===== src/rtl/i2c_pkg.sv =====
// Shared definitions for the two-requester I2C command arbiter:
// FSM state encoding and default timing parameters.
package i2c_pkg;

    typedef enum logic [1:0] {
        StIdle  = 2'd0,
        StStart = 2'd1,
        StXfer  = 2'd2,
        StGap   = 2'd3
    } state_e;

    localparam int unsigned DefStartCycles   = 4;
    localparam int unsigned DefGapCycles     = 2048;
    localparam int unsigned DefTimeoutCycles = 262144;

endpackage


===== src/rtl/i2c_rr_grant.sv =====
// Two-way round-robin selector; on a tie the requester not granted last wins.
module i2c_rr_grant (
    input  logic       clock,
    input  logic       reset,
    input  logic [1:0] req,
    input  logic       take,
    output logic       sel,
    output logic [1:0] gnt
);

    logic last_q;

    always_comb begin
        sel = 1'b0;
        unique case (req)
            2'b01:   sel = 1'b0;
            2'b10:   sel = 1'b1;
            2'b11:   sel = ~last_q;
            default: sel = 1'b0;
        endcase
        gnt = take ? (sel ? 2'b10 : 2'b01) : 2'b00;
    end

    // Starts at 1 so requester 0 wins the first tie after reset.
    always_ff @(posedge clock or posedge reset) begin
        if (reset) begin
            last_q <= 1'b1;
        end else if (take) begin
            last_q <= sel;
        end
    end

endmodule


===== src/rtl/i2c_arbiter.sv =====
// Arbitrates two command requesters onto a single I2C master and relays
// write/read byte handshakes, with a byte-event timeout and post-transfer gap.
module i2c_arbiter
    import i2c_pkg::*;
#(
    parameter int unsigned START_CYCLES   = DefStartCycles,
    parameter int unsigned GAP_CYCLES     = DefGapCycles,
    parameter int unsigned TIMEOUT_CYCLES = DefTimeoutCycles
) (
    input  logic       clock,
    input  logic       reset,
    input  logic [1:0] reqValid,
    output logic [1:0] reqReady,
    input  logic [6:0] reqAddr0,
    input  logic [6:0] reqAddr1,
    input  logic [7:0] reqLen0,
    input  logic [7:0] reqLen1,
    input  logic [1:0] reqRdWr,
    input  logic [7:0] txData0,
    input  logic [7:0] txData1,
    input  logic [1:0] txValid,
    output logic [1:0] txReady,
    output logic [7:0] rxData,
    output logic [1:0] rxValid,
    output logic [1:0] done,
    output logic [1:0] error,
    output logic       busy,
    output logic [6:0] mAddr,
    output logic [7:0] mLenMsg,
    output logic       mRdWr,
    output logic       mStart,
    output logic [7:0] mInData,
    output logic       mInValid,
    input  logic       mInReady,
    input  logic [7:0] mOutData,
    input  logic       mOutValid,
    output logic       mOutReady
);

    state_e      state_q, state_d;
    logic [31:0] cyc_q, cyc_d;
    logic [31:0] tmo_q, tmo_d;
    logic [7:0]  cnt_q, cnt_d;
    logic        abort_q, abort_d;
    logic        owner_q, owner_d;
    logic [6:0]  addr_q, addr_d;
    logic [7:0]  len_q, len_d;
    logic        rdwr_q, rdwr_d;
    logic        in_ready_q, out_valid_q;
    logic [7:0]  rx_data_q;
    logic        rx_valid_q;

    logic       take, sel, done_p, error_p;
    logic       wr_x, rd_x, evt_wr, evt_rd, byte_evt;
    logic [1:0] owner_oh;

    i2c_rr_grant u_rr_grant (
        .clock (clock),
        .reset (reset),
        .req   (reqValid),
        .take  (take),
        .sel   (sel),
        .gnt   (reqReady)
    );

    assign owner_oh = owner_q ? 2'b10 : 2'b01;
    assign wr_x     = (state_q == StXfer) & ~rdwr_q;
    assign rd_x     = (state_q == StXfer) & rdwr_q;
    assign mInValid = wr_x & txValid[owner_q];
    assign mInData  = wr_x ? (owner_q ? txData1 : txData0) : 8'h00;
    // Byte events are rising edges of the master's level handshakes.
    assign evt_wr   = mInValid & mInReady & ~in_ready_q;
    assign evt_rd   = rd_x & mOutValid & ~out_valid_q;
    assign byte_evt = evt_wr | evt_rd;

    assign busy      = (state_q != StIdle);
    assign mStart    = (state_q == StStart);
    assign mAddr     = addr_q;
    assign mLenMsg   = len_q;
    assign mRdWr     = rdwr_q;
    assign mOutReady = 1'b1;
    assign rxData    = rx_data_q;
    assign txReady   = evt_wr ? owner_oh : 2'b00;
    assign rxValid   = rx_valid_q ? owner_oh : 2'b00;
    assign done      = done_p ? owner_oh : 2'b00;
    assign error     = error_p ? owner_oh : 2'b00;

    always_comb begin
        state_d = state_q;
        cyc_d   = cyc_q;
        tmo_d   = tmo_q;
        cnt_d   = cnt_q;
        abort_d = abort_q;
        owner_d = owner_q;
        addr_d  = addr_q;
        len_d   = len_q;
        rdwr_d  = rdwr_q;
        take    = 1'b0;
        done_p  = 1'b0;
        error_p = 1'b0;
        unique case (state_q)
            StIdle: begin
                // Grant is a same-cycle pulse, so it must be masked while in reset.
                if (!reset && (|reqValid)) begin
                    take    = 1'b1;
                    owner_d = sel;
                    addr_d  = sel ? reqAddr1 : reqAddr0;
                    len_d   = sel ? reqLen1 : reqLen0;
                    rdwr_d  = reqRdWr[sel];
                    cnt_d   = 8'd0;
                    tmo_d   = 32'd0;
                    cyc_d   = 32'd0;
                    abort_d = 1'b0;
                    state_d = StStart;
                end
            end
            StStart: begin
                tmo_d = tmo_q + 32'd1;
                if (cyc_q == START_CYCLES - 1) begin
                    cyc_d   = 32'd0;
                    state_d = (len_q == 8'd0) ? StGap : StXfer;
                end else begin
                    cyc_d = cyc_q + 32'd1;
                end
            end
            StXfer: begin
                if (byte_evt) begin
                    tmo_d = 32'd0;
                    cnt_d = cnt_q + 8'd1;
                    if (cnt_q + 8'd1 == len_q) begin
                        state_d = StGap;
                    end
                end else if (tmo_q == TIMEOUT_CYCLES) begin
                    error_p = 1'b1;
                    abort_d = 1'b1;
                    state_d = StGap;
                end else begin
                    tmo_d = tmo_q + 32'd1;
                end
            end
            StGap: begin
                if (cyc_q == GAP_CYCLES - 1) begin
                    done_p  = ~abort_q;
                    cyc_d   = 32'd0;
                    state_d = StIdle;
                end else begin
                    cyc_d = cyc_q + 32'd1;
                end
            end
            default: state_d = StIdle;
        endcase
    end

    always_ff @(posedge clock or posedge reset) begin
        if (reset) begin
            state_q     <= StIdle;
            cyc_q       <= 32'd0;
            tmo_q       <= 32'd0;
            cnt_q       <= 8'd0;
            abort_q     <= 1'b0;
            owner_q     <= 1'b0;
            addr_q      <= 7'd0;
            len_q       <= 8'd0;
            rdwr_q      <= 1'b0;
            in_ready_q  <= 1'b0;
            out_valid_q <= 1'b0;
            rx_data_q   <= 8'd0;
            rx_valid_q  <= 1'b0;
        end else begin
            state_q     <= state_d;
            cyc_q       <= cyc_d;
            tmo_q       <= tmo_d;
            cnt_q       <= cnt_d;
            abort_q     <= abort_d;
            owner_q     <= owner_d;
            addr_q      <= addr_d;
            len_q       <= len_d;
            rdwr_q      <= rdwr_d;
            in_ready_q  <= mInReady;
            out_valid_q <= mOutValid;
            rx_valid_q  <= evt_rd;
            if (evt_rd) begin
                rx_data_q <= mOutData;
            end
        end
    end

endmodule


===== config.mk =====
export PLATFORM = sky130hd
export DESIGN_NAME = i2c_arbiter
export DESIGN_NICKNAME = d
export VERILOG_FILES = /design/src/rtl/i2c_pkg.sv /design/src/rtl/i2c_rr_grant.sv /design/src/rtl/i2c_arbiter.sv
export SDC_FILE = /design/constraint.sdc
export NUM_CORES = 1
export LEC_CHECK = 0
export ABC_AREA = 1
export CAP_MARGIN = 15
export CORE_AREA = 4 4 169 171
export CTS_CLUSTER_DIAMETER = 100
export DETAILED_ROUTE_END_ITERATION = 6
export DIE_AREA = 0 0 173 175
export GPL_ROUTABILITY_DRIVEN = 0
export SKIP_LAST_GASP = 1
export SYNTH_ARGS = -nofsm -noshare
export SYNTH_HDL_FRONTEND = slang
export SYNTH_SLANG_ARGS = --single-unit
export TNS_END_PERCENT = 100

===== constraint.sdc =====
create_clock -name clock -period 8.07 [get_ports clock]
set_input_delay 1.614 -clock clock [delete_from_list [all_inputs] [get_ports clock]]
set_output_delay 1.614 -clock clock [all_outputs]
set_load 0.005 [all_outputs]

==> out/metrics.cfg, run 1 <==
[final_layout]
drive_gt1_share_pct=5.97
regArea_um2=2600
fin_cells=1480
multi_input_area_um2=3670
diodes=0
syn2layout_area_growth_pct=24.4
fin_nets=1207
fill_cells=2896

[detailed_routing]
postRouteAntennaNets=0
first_iter_violations=551
drc=0
routed_wl_um=20700
vias=7013
wl_per_cell_um=14.0
drtPass1Iterations=5
via_per_inst=4.74

[sta]
slew_headroom_pct=43.7
post-route-period-util_pct=72.1
hold_viol_final=0
max_freq_mhz=172
fin_crit_ns=5.82
maxSlewViolCount=0
worst_slew_pin_slew_ns=0.845
setup_violations=0
grt_setup_unrepaired=false
skew_ns=0.0230
fin_tns_setup_ns=0

[job]
maxCapViolations=0

[logic_synthesis]
synthesis.nets=1108
async_flop_share_pct=100
synth_area_leader_cell=dfrtp_1
synth_edf_count=0
synth_compound_area_share_pct=6.59
synthDistinctLibCells=46
synthFlopType=dfrtp_1
synth_top_area_share_pct=37.1
synthCells=1035
synth_top_family_by_area=simple AND/OR/NAND/NOR gates
synthMuxAreaShare_pct=0
synth.most_common_cell=nand2_1
postSynthRegisterBits=104
synth_area_leaders=dfrtp_1, nand2_1, nand3_1
yosysWarnings=0
synth-xor-area-share_pct=2.02
synth_fa_ha_area_share_pct=1.62
ys_seq_area_share_pct=37.4
synthSimpleGateAreaFrac_pct=42.5
syn_area_per_cell_um2=6.72
syn_area_um2=6950
yosys-top-cells-count=nand2_1, inv_1, nand3_1

[power_and_ir_drop]
power_density_nw_per_um2=236
power.total_mw=2.04
p_sw_mw=0.896
p_clk_share_pct=22.4
power.internal_mw=1.15
p_leak_nw=3.77
peakVddDrop_v=0.000172
sw_frac_of_total_pct=43.9
seq_power_share_pct=33.8
pwr-share-comb_pct=43.8

[critical_path]
crit_arrival_ns=4.20
endpoint_kind=primary output
cp_slowest_stage_delay_ns=0.63
r2r-start=state_q[1]
crit_chain=clkdlybuf4s50_1 > inv_4 > o21ai_0 > or2_2 > nor2_2 > clkdlybuf4s50_1
slowest_stage=clkdlybuf4s50_1
cp_data_required_time_ns=6.46
r2r-end=cyc_q[19]
r2r_cells=12
critPathLaunchType=primary input
crit_path_frequent_cell=clkdlybuf4s50_1
ff2ff_setup_slack_ns=5.13
criticalPathCategory=in2out
cp_max_fo=23

[worst_hold_path]
holdPathEnd=rxData[4]
hold_class=reg2reg
hold_path_depth=2
hp-start=rxData[4]

[floorplan]
ios=110
rows=60
die_w_um=173
dieHeight_um=175
start_util_pct=25.9
core_area_um2=26900
dieArea_um2=30300

[cts]
root_buffer=clkbuf_16
hold_buffers=0
clock_sinks=104
cts_buffers=9
post_cts_buffers=0
clk_latency_ns=0.38
path_clk_slew_ns=0.08
cts-resized-gates=0
clockBufferDepth=2
htree_num_levels=3
cts_tree=built

[place]
placedCellCount=1464
io_buffers=108
dp_hpwl_um=15700

[global_route]
grt_pass1_vias=6834
grt_pass1_wl_um=34700
antenna_found_initial=0
grt_max_degree=48
grt_overflow_total=0
track_usage_pct=13.8

[status]
status=completed

cells in the final DEF (no fill, tap or decap), drive strengths merged, types with 2 or more instances in the layout:
cell type	instances
nand3	123
o22ai	9
nand4	31
nand2	325
o211ai	2
nor4	5
inv	139
or2	2
nor2	121
clkdlybuf4s50	108
nor3b	4
xor2	14
ha	9
a21oi	23
clkinv	3
nor3	46
nand3b	3
o21ai	43
xnor2	2
buf	6
clkbuf	9
dfrtp	103
flip-flops by register name, indices dropped and copies added (netlist names), 2 cells and up:
register and cells:
cyc_q 32, mAddr 7, rxData 8, tmo_q 32
mLenMsg 8, state_q 2, cnt_q 8
power by group through the flow:
stage	clock, mW	sequential (mW)	combinational, mW
floorplan	0	0.681	0.558
global placement	0	0.697	0.909
detailed placement	0	0.697	0.904
CTS	0.471	0.689	0.908
global route	0.495	0.701	0.995
finish	0.458	0.690	0.895
how the worst max path moves through the flow:
stage | startpoint | to | slack [ns] | depth (start not counted)
6_report | reset | reqReady[1] | 2.25 | 6
5_1_grt | reset | reqReady[1] | 2.05 | 6
4_1_cts | reset | reqReady[1] | 2.20 | 6
3_5_place_dp | reset | reqReady[1] | 2.21 | 6
3_3_place_gp | reset | reqReady[1] | 2.27 | 6
2_1_floorplan | reset | reqReady[0] | 1.30 | 6
final cells by class:
class / count / area share, %
well taps: 341 / 4.93
multi-input cells: 770 / 42.4
inverters: 135 / 6.00
flip-flops and latches: 104 / 30.1
clock buffers: 9 / 2.60
repair buffers: 114 / 13.0
clock inverters: 7 / 0.911
kinds of logic after synthesis:
group / after synthesis
adders and majority gates: 9
and+or+nand+nor: 664
other: 1
DFF: 104
buffers and inverters: 161
xor gates and xnor gates: 16
AOI/OAI and AO/OA: 80
critical path, delay by kind of cell:
kind | cells | cell delay (ns)
compound gates | 1 | 0.18
simple gates | 2 | 1.08
buf+inv | 3 | 1.31
stage by stage:
step                      hold WS [ns]  setup slack, ns  utilization [%]  instance area (um^2)
after global placement           0.465             2.27             31.1                  8350
after detailed placement         0.470             2.21             31.1                  8350
after CTS                        0.490             2.20             32.2                  8650
after global routing             0.510             2.05             32.2                  8650
final                            0.485             2.25             32.2                  8650
after floorplan                  0.470             1.30                -                  6950
metal layers:
layer	routed length, um	track usage (%)	vias to the layer above
met5	0	0	-
met4	526	5.05	0
met2	9060	21.7	234
met3	1340	3.07	35
met1	9810	18.6	3217
li1	-	-	3527
Note: power is estimated with default switching activity, not from simulation.
==> run 2: changes to the inputs <==
==> constraint.sdc (replaced) <==
create_clock -name clock -period 5.95 [get_ports clock]
set_input_delay 1.19 -clock clock [delete_from_list [all_inputs] [get_ports clock]]
set_output_delay 1.19 -clock clock [all_outputs]
set_load 0.005 [all_outputs]
==> run 2 against run 1 <==
Compared with the run above: wire length decreased by 1.1%; clock power is 33% higher; clock skew shrank 0.0044 ns; worst hold slack got worse by 0.0066 ns; critical path type unchanged.
==> out/metrics.cfg, run 2 (synthesis gave the netlist of run 1 again) <==
[sta]
skew_ns=0.0187  ; was 0.0230 ns
maxSlewViolCount=0  ; unchanged
hold_viol_final=0  ; unchanged
fin_tns_setup_ns=0  ; unchanged
grt_setup_unrepaired=false  ; unchanged
fin_crit_ns=4.43
max_freq_mhz=226
post-route-period-util_pct=74.4
setup_violations=0  ; unchanged
slew_headroom_pct=42.8  ; was 43.7%
worst_slew_pin_slew_ns=0.858  ; was 0.845 ns

[job]
maxCapViolations=0  ; unchanged

[critical_path]
crit_path_frequent_cell=clkdlybuf4s50_1  ; unchanged
cp_slowest_stage_delay_ns=0.54  ; was 0.63 ns
crit_chain=clkdlybuf4s50_1 > o21ai_0 > or2_2 > a21oi_2 > buf_4 > clkdlybuf4s50_1  ; was clkdlybuf4s50_1 > inv_4 > o21ai_0 > or2_2 > nor2_2 > clkdlybuf4s50_1
critPathLaunch=reqValid[1]  ; was reset
cp_data_required_time_ns=4.76  ; was 6.46 ns
slowest_stage=clkdlybuf4s50_1  ; unchanged
r2r_cells=15  ; was 12
criticalPathCategory=in2out  ; unchanged
cp_max_fo=23  ; unchanged
critPathLaunchType=primary input  ; unchanged
crit_arrival_ns=3.24  ; was 4.20 ns
endpoint_kind=primary output  ; unchanged
r2r-start=state_q[0]  ; was state_q[1]

[detailed_routing]
postRouteAntennaNets=0  ; unchanged
first_iter_violations=527  ; was 551
drc=0  ; unchanged
routed_wl_um=20500  ; was 20700 um
vias=6991  ; was 7013
drtPass1Iterations=5  ; unchanged
wl_per_cell_um=13.8  ; was 14.0 um
via_per_inst=4.72  ; was 4.74

[global_route]
grt_pass1_vias=6757  ; was 6834
grt_overflow_total=0  ; unchanged
track_usage_pct=13.7  ; was 13.8%
antenna_found_initial=0  ; unchanged
grt_max_degree=66  ; was 48
grt_pass1_wl_um=34500  ; was 34700 um

[final_layout]
largestRegisters=cyc_q: 32 flops, tmo_q: 32 flops  ; unchanged
drive_gt1_share_pct=6.13  ; was 5.97%
fin_cells=1482  ; was 1480
layout_commonest_cell=nand2_1  ; unchanged
syn2layout_area_growth_pct=24.5  ; was 24.4%
final_cell_mix=nand2_1, inv_1, nand3_1  ; unchanged
fin_nets=1209  ; was 1207
diodes=0  ; unchanged

[cts]
root_buffer=clkbuf_16  ; unchanged
clockBufferDepth=2  ; unchanged
cts_tree=built  ; unchanged
hold_buffers=0  ; unchanged
htree_num_levels=3  ; unchanged
path_clk_slew_ns=0.07  ; was 0.08 ns
cts_buffers=9  ; unchanged
cts-resized-gates=0  ; unchanged
post_cts_buffers=0  ; unchanged
clock_sinks=104  ; unchanged
clk_latency_ns=0.36  ; was 0.38 ns

[power_and_ir_drop]
power.total_mw=2.77  ; was 2.04 mW
power_density_nw_per_um2=320  ; was 236 nW/um^2
peakVddDrop_v=0.000181  ; was 0.000172 V
p_leak_nw=3.77  ; about the same

[floorplan]
rows=60  ; unchanged
core_area_um2=26900  ; unchanged
dieArea_um2=30300  ; unchanged
die_w_um=173  ; unchanged
dieHeight_um=175  ; unchanged
ios=110  ; unchanged
start_util_pct=25.9  ; unchanged

[place]
placedCellCount=1466  ; was 1464
dp_hpwl_um=15600  ; was 15700 um
io_buffers=108  ; unchanged

[worst_hold_path]
hp-start=rxData[2]  ; was rxData[4]
hold_path_depth=2  ; unchanged
hold_class=reg2reg  ; unchanged

[status]
status=completed  ; unchanged

==> run 2: changes by cell type in the layout (fill, tap and decap cells not counted), sizes merged <==
cell and change:
buf +2, inv -1, clkinvlp +1
==> run 2: worst max-delay path: cells and delay by family <==
family                 cells  cell delay, ns
AND/OR/NAND/NOR            1            0.47
AO/OA/AOI/OAI              2            0.28
buffers and inverters      3            1.28
==> run 2: worst paths after layout <==
path                               end  slack (ns)
hold reg to reg              rxData[2]        0.48
hold / removal               rxData[2]        0.48
max in group asynchronous    cyc_q[11]        3.33
setup / recovery           reqReady[0]        1.52
min in group asynchronous    cyc_q[21]        1.34
setup reg to reg              tmo_q[2]        3.23
==> run 2: final cells by class <==
class	instances	area [um^2]
tap	341	427
inverter	135	519
clock inverter	7	70.1
sequential	104	2600
clock buffer	9	225
multi-input combinational	770	3670
timing repair buffer	116	1140
fill	2879	18200
==> run 2: metal layers <==
metal / global-route usage, % / vias to the layer above / wire length (um)
met3: 2.86 / 24 / 1230
li1: - / 3551 / -
met2: 22.2 / 199 / 9240
met4: 3.89 / 0 / 339
met5: 0 / - / 0
met1: 18.4 / 3217 / 9700
==> run 2: report_power, final <==
part           internal (mW)  switching [mW]  total (mW)
registers              0.822           0.109       0.931
clock network          0.297           0.310       0.607
logic                  0.442           0.790        1.23
total                   1.56            1.21        2.77
==> run 2: stage by stage <==
stage	setup slack, ns	util (%)	instance area [um^2]	hold slack (ns)
4_1_cts	1.48	32.2	8660	0.485
5_1_grt	1.37	32.2	8660	0.502
6_report	1.52	32.2	8660	0.478
2_1_floorplan	0.0233	-	6950	0.470
3_5_place_dp	1.49	31.1	8360	0.466
3_3_place_gp	1.54	31.1	8360	0.469
==> run 3: changes to the inputs <==
==> constraint.sdc (replaced) <==
create_clock -name clock -period 3.9 [get_ports clock]
set_input_delay 0.78 -clock clock [delete_from_list [all_inputs] [get_ports clock]]
set_output_delay 0.78 -clock clock [all_outputs]
set_load 0.005 [all_outputs]
==> run 3 against run 2 <==
Compared with the run above: register-to-register slack lost 2.0 ns; worst hold slack gained 0.0084 ns; wire length grew 1.3%; largest cell class unchanged.
==> out/metrics.cfg, run 3 (synthesis gave the netlist of run 1 again) <==
[sta]
maxSlewViolCount=0  ; unchanged
worst_slew_pin_slew_ns=0.867  ; was 0.858 ns
fin_tns_setup_ns=0  ; unchanged
max_freq_mhz=289
setup_violations=0  ; unchanged
slew_headroom_pct=42.2  ; was 42.8%
fin_crit_ns=3.46
skew_ns=0.0197  ; was 0.0187 ns
hold_viol_final=0  ; unchanged
grt_setup_unrepaired=false  ; unchanged
post-route-period-util_pct=88.7

[final_layout]
drive_gt1_share_pct=6.30  ; was 6.13%
fill_cells=2943  ; was 2879
fin_nets=1211  ; was 1209
utilization_pct=32.3  ; was 32.2%
diodes=0  ; unchanged
layout_commonest_cell=nand2_1  ; unchanged
largestRegisters=cyc_q: 32 flops, tmo_q: 32 flops  ; unchanged
final_cell_mix=nand2_1, inv_1, nand3_1  ; unchanged
syn2layout_area_growth_pct=24.8  ; was 24.5%

[detailed_routing]
routed_wl_um=20800  ; was 20500 um
wl_per_cell_um=14.0  ; was 13.8 um
vias=7031  ; was 6991
via_per_inst=4.74  ; was 4.72
first_iter_violations=609  ; was 527
drtPass1Iterations=6  ; was 5
drc=0  ; unchanged
postRouteAntennaNets=0  ; unchanged

[cts]
cts_buffers=9  ; unchanged
root_buffer=clkbuf_16  ; unchanged
clock_sinks=104  ; unchanged
path_clk_slew_ns=0.08  ; was 0.07 ns
post_cts_buffers=0  ; unchanged
htree_num_levels=3  ; unchanged
clk_latency_ns=0.37  ; was 0.36 ns
cts-resized-gates=0  ; unchanged
hold_buffers=0  ; unchanged
clockBufferDepth=2  ; unchanged
cts_tree=built  ; unchanged

[critical_path]
ff2ff_setup_slack_ns=1.28  ; was 3.23 ns
crit_chain=inv_2 > nand2_1 > nand3_2 > inv_2 > nand2_2 > nand2_4 > nor2_2 > nand2_2 > nor2_1 > clkdlybuf4s50_1  ; was clkdlybuf4s50_1 > o21ai_0 > or2_2 > a21oi_2 > buf_4 > clkdlybuf4s50_1
cp_data_required_time_ns=3.12  ; was 4.76 ns
crit_arrival_ns=2.68  ; was 3.24 ns
cp_max_fo=15  ; was 23
endpoint_kind=primary output  ; unchanged
critPathLaunchType=register  ; was primary input
slowest_stage=dfrtp_1  ; was clkdlybuf4s50_1
criticalPathCategory=reg2out  ; was in2out
cp_slowest_stage_delay_ns=0.62  ; was 0.54 ns

[global_route]
grt_max_degree=65  ; was 66
grt_most_used_layer=met2  ; unchanged
gr-usage-met3_pct=3.57  ; was 2.86%
grt_pass1_vias=6863  ; was 6757
grt_overflow_total=0  ; unchanged
gr-usage-met2_pct=22.6  ; was 22.2%
grt_pass1_wl_um=34700  ; was 34500 um
antenna_found_initial=0  ; unchanged
track_usage_pct=13.7  ; about the same
use_met1_pct=18.0  ; was 18.4%

[place]
io_buffers=108  ; unchanged
dp_hpwl_um=15800  ; was 15600 um

[floorplan]
rows=60  ; unchanged
core_area_um2=26900  ; unchanged
ios=110  ; unchanged
dieArea_um2=30300  ; unchanged
start_util_pct=25.9  ; unchanged
dieHeight_um=175  ; unchanged
die_w_um=173  ; unchanged

[job]
maxCapViolations=0  ; unchanged

[worst_hold_path]
hold_class=reg2reg  ; unchanged

[status]
status=completed  ; unchanged

[power_and_ir_drop]
peakVddDrop_v=0.000280  ; was 0.000181 V
p_leak_nw=3.77  ; about the same
power.total_mw=4.24  ; was 2.77 mW
power_density_nw_per_um2=488  ; was 320 nW/um^2

[run 3: path summary, 6_finish.rpt]
check | end | start | cells after the start
max in group asynchronous | cyc_q[26] | reset | 4
max | error[1] | owner_q | 10
min | rxData[2] | rxData[2] | 2
min in group asynchronous | state_q[1] | reset | 3
max reg2reg | tmo_q[5] | owner_q | 13
min reg2reg | rxData[2] | rxData[2] | 2
[run 3: critical path, delay by kind of cell (launching register included)]
kind | cells | cell delay [ns]
buffers and inverters | 3 | 0.94
and+or+nand+nor | 7 | 0.76
DFF | 1 | 0.62
[run 3: layout make-up]
| cell class | count | area (um^2) | share of cell area (%) |
|---|---|---|---|
| multi-input cells | 770 | 3670 | 42.3 |
| well taps | 341 | 427 | 4.92 |
| repair buffers | 118 | 1160 | 13.3 |
| clock buffers | 9 | 225 | 2.59 |
| flip-flops and latches | 104 | 2600 | 30.0 |
| clock inverters | 7 | 75.1 | 0.865 |
| inverters | 135 | 520 | 6.00 |
[run 3: layer usage]
| layer | wire [um] | share of wire (%) |
|---|---|---|
| met5 | 0 | 0 |
| met4 | 308 | 1.5 |
| met3 | 1450 | 7.0 |
| met2 | 9460 | 46 |
| met1 | 9550 | 46 |
[run 3: power by group]
part           total (mW)  leakage [nW]  internal (mW)  switching [mW]
combinational        1.86          2.23          0.696            1.16
sequential           1.45          1.40           1.25           0.193
clock               0.936         0.143          0.454           0.483
total                4.24          3.77           2.40            1.84
[run 3: metrics by stage]
step | cells | cell area, um^2 | hold WS (ns) | setup WS, ns
after global placement | 1468 | 8380 | 0.470 | 0.529
after floorplan | 1035 | 6960 | 0.470 | 0.0330
final | 1484 | 8680 | 0.486 | 0.440
after detailed placement | 1468 | 8380 | 0.465 | 0.508
after CTS | 1484 | 8680 | 0.485 | 0.378
after global routing | 1484 | 8680 | 0.524 | 0.192
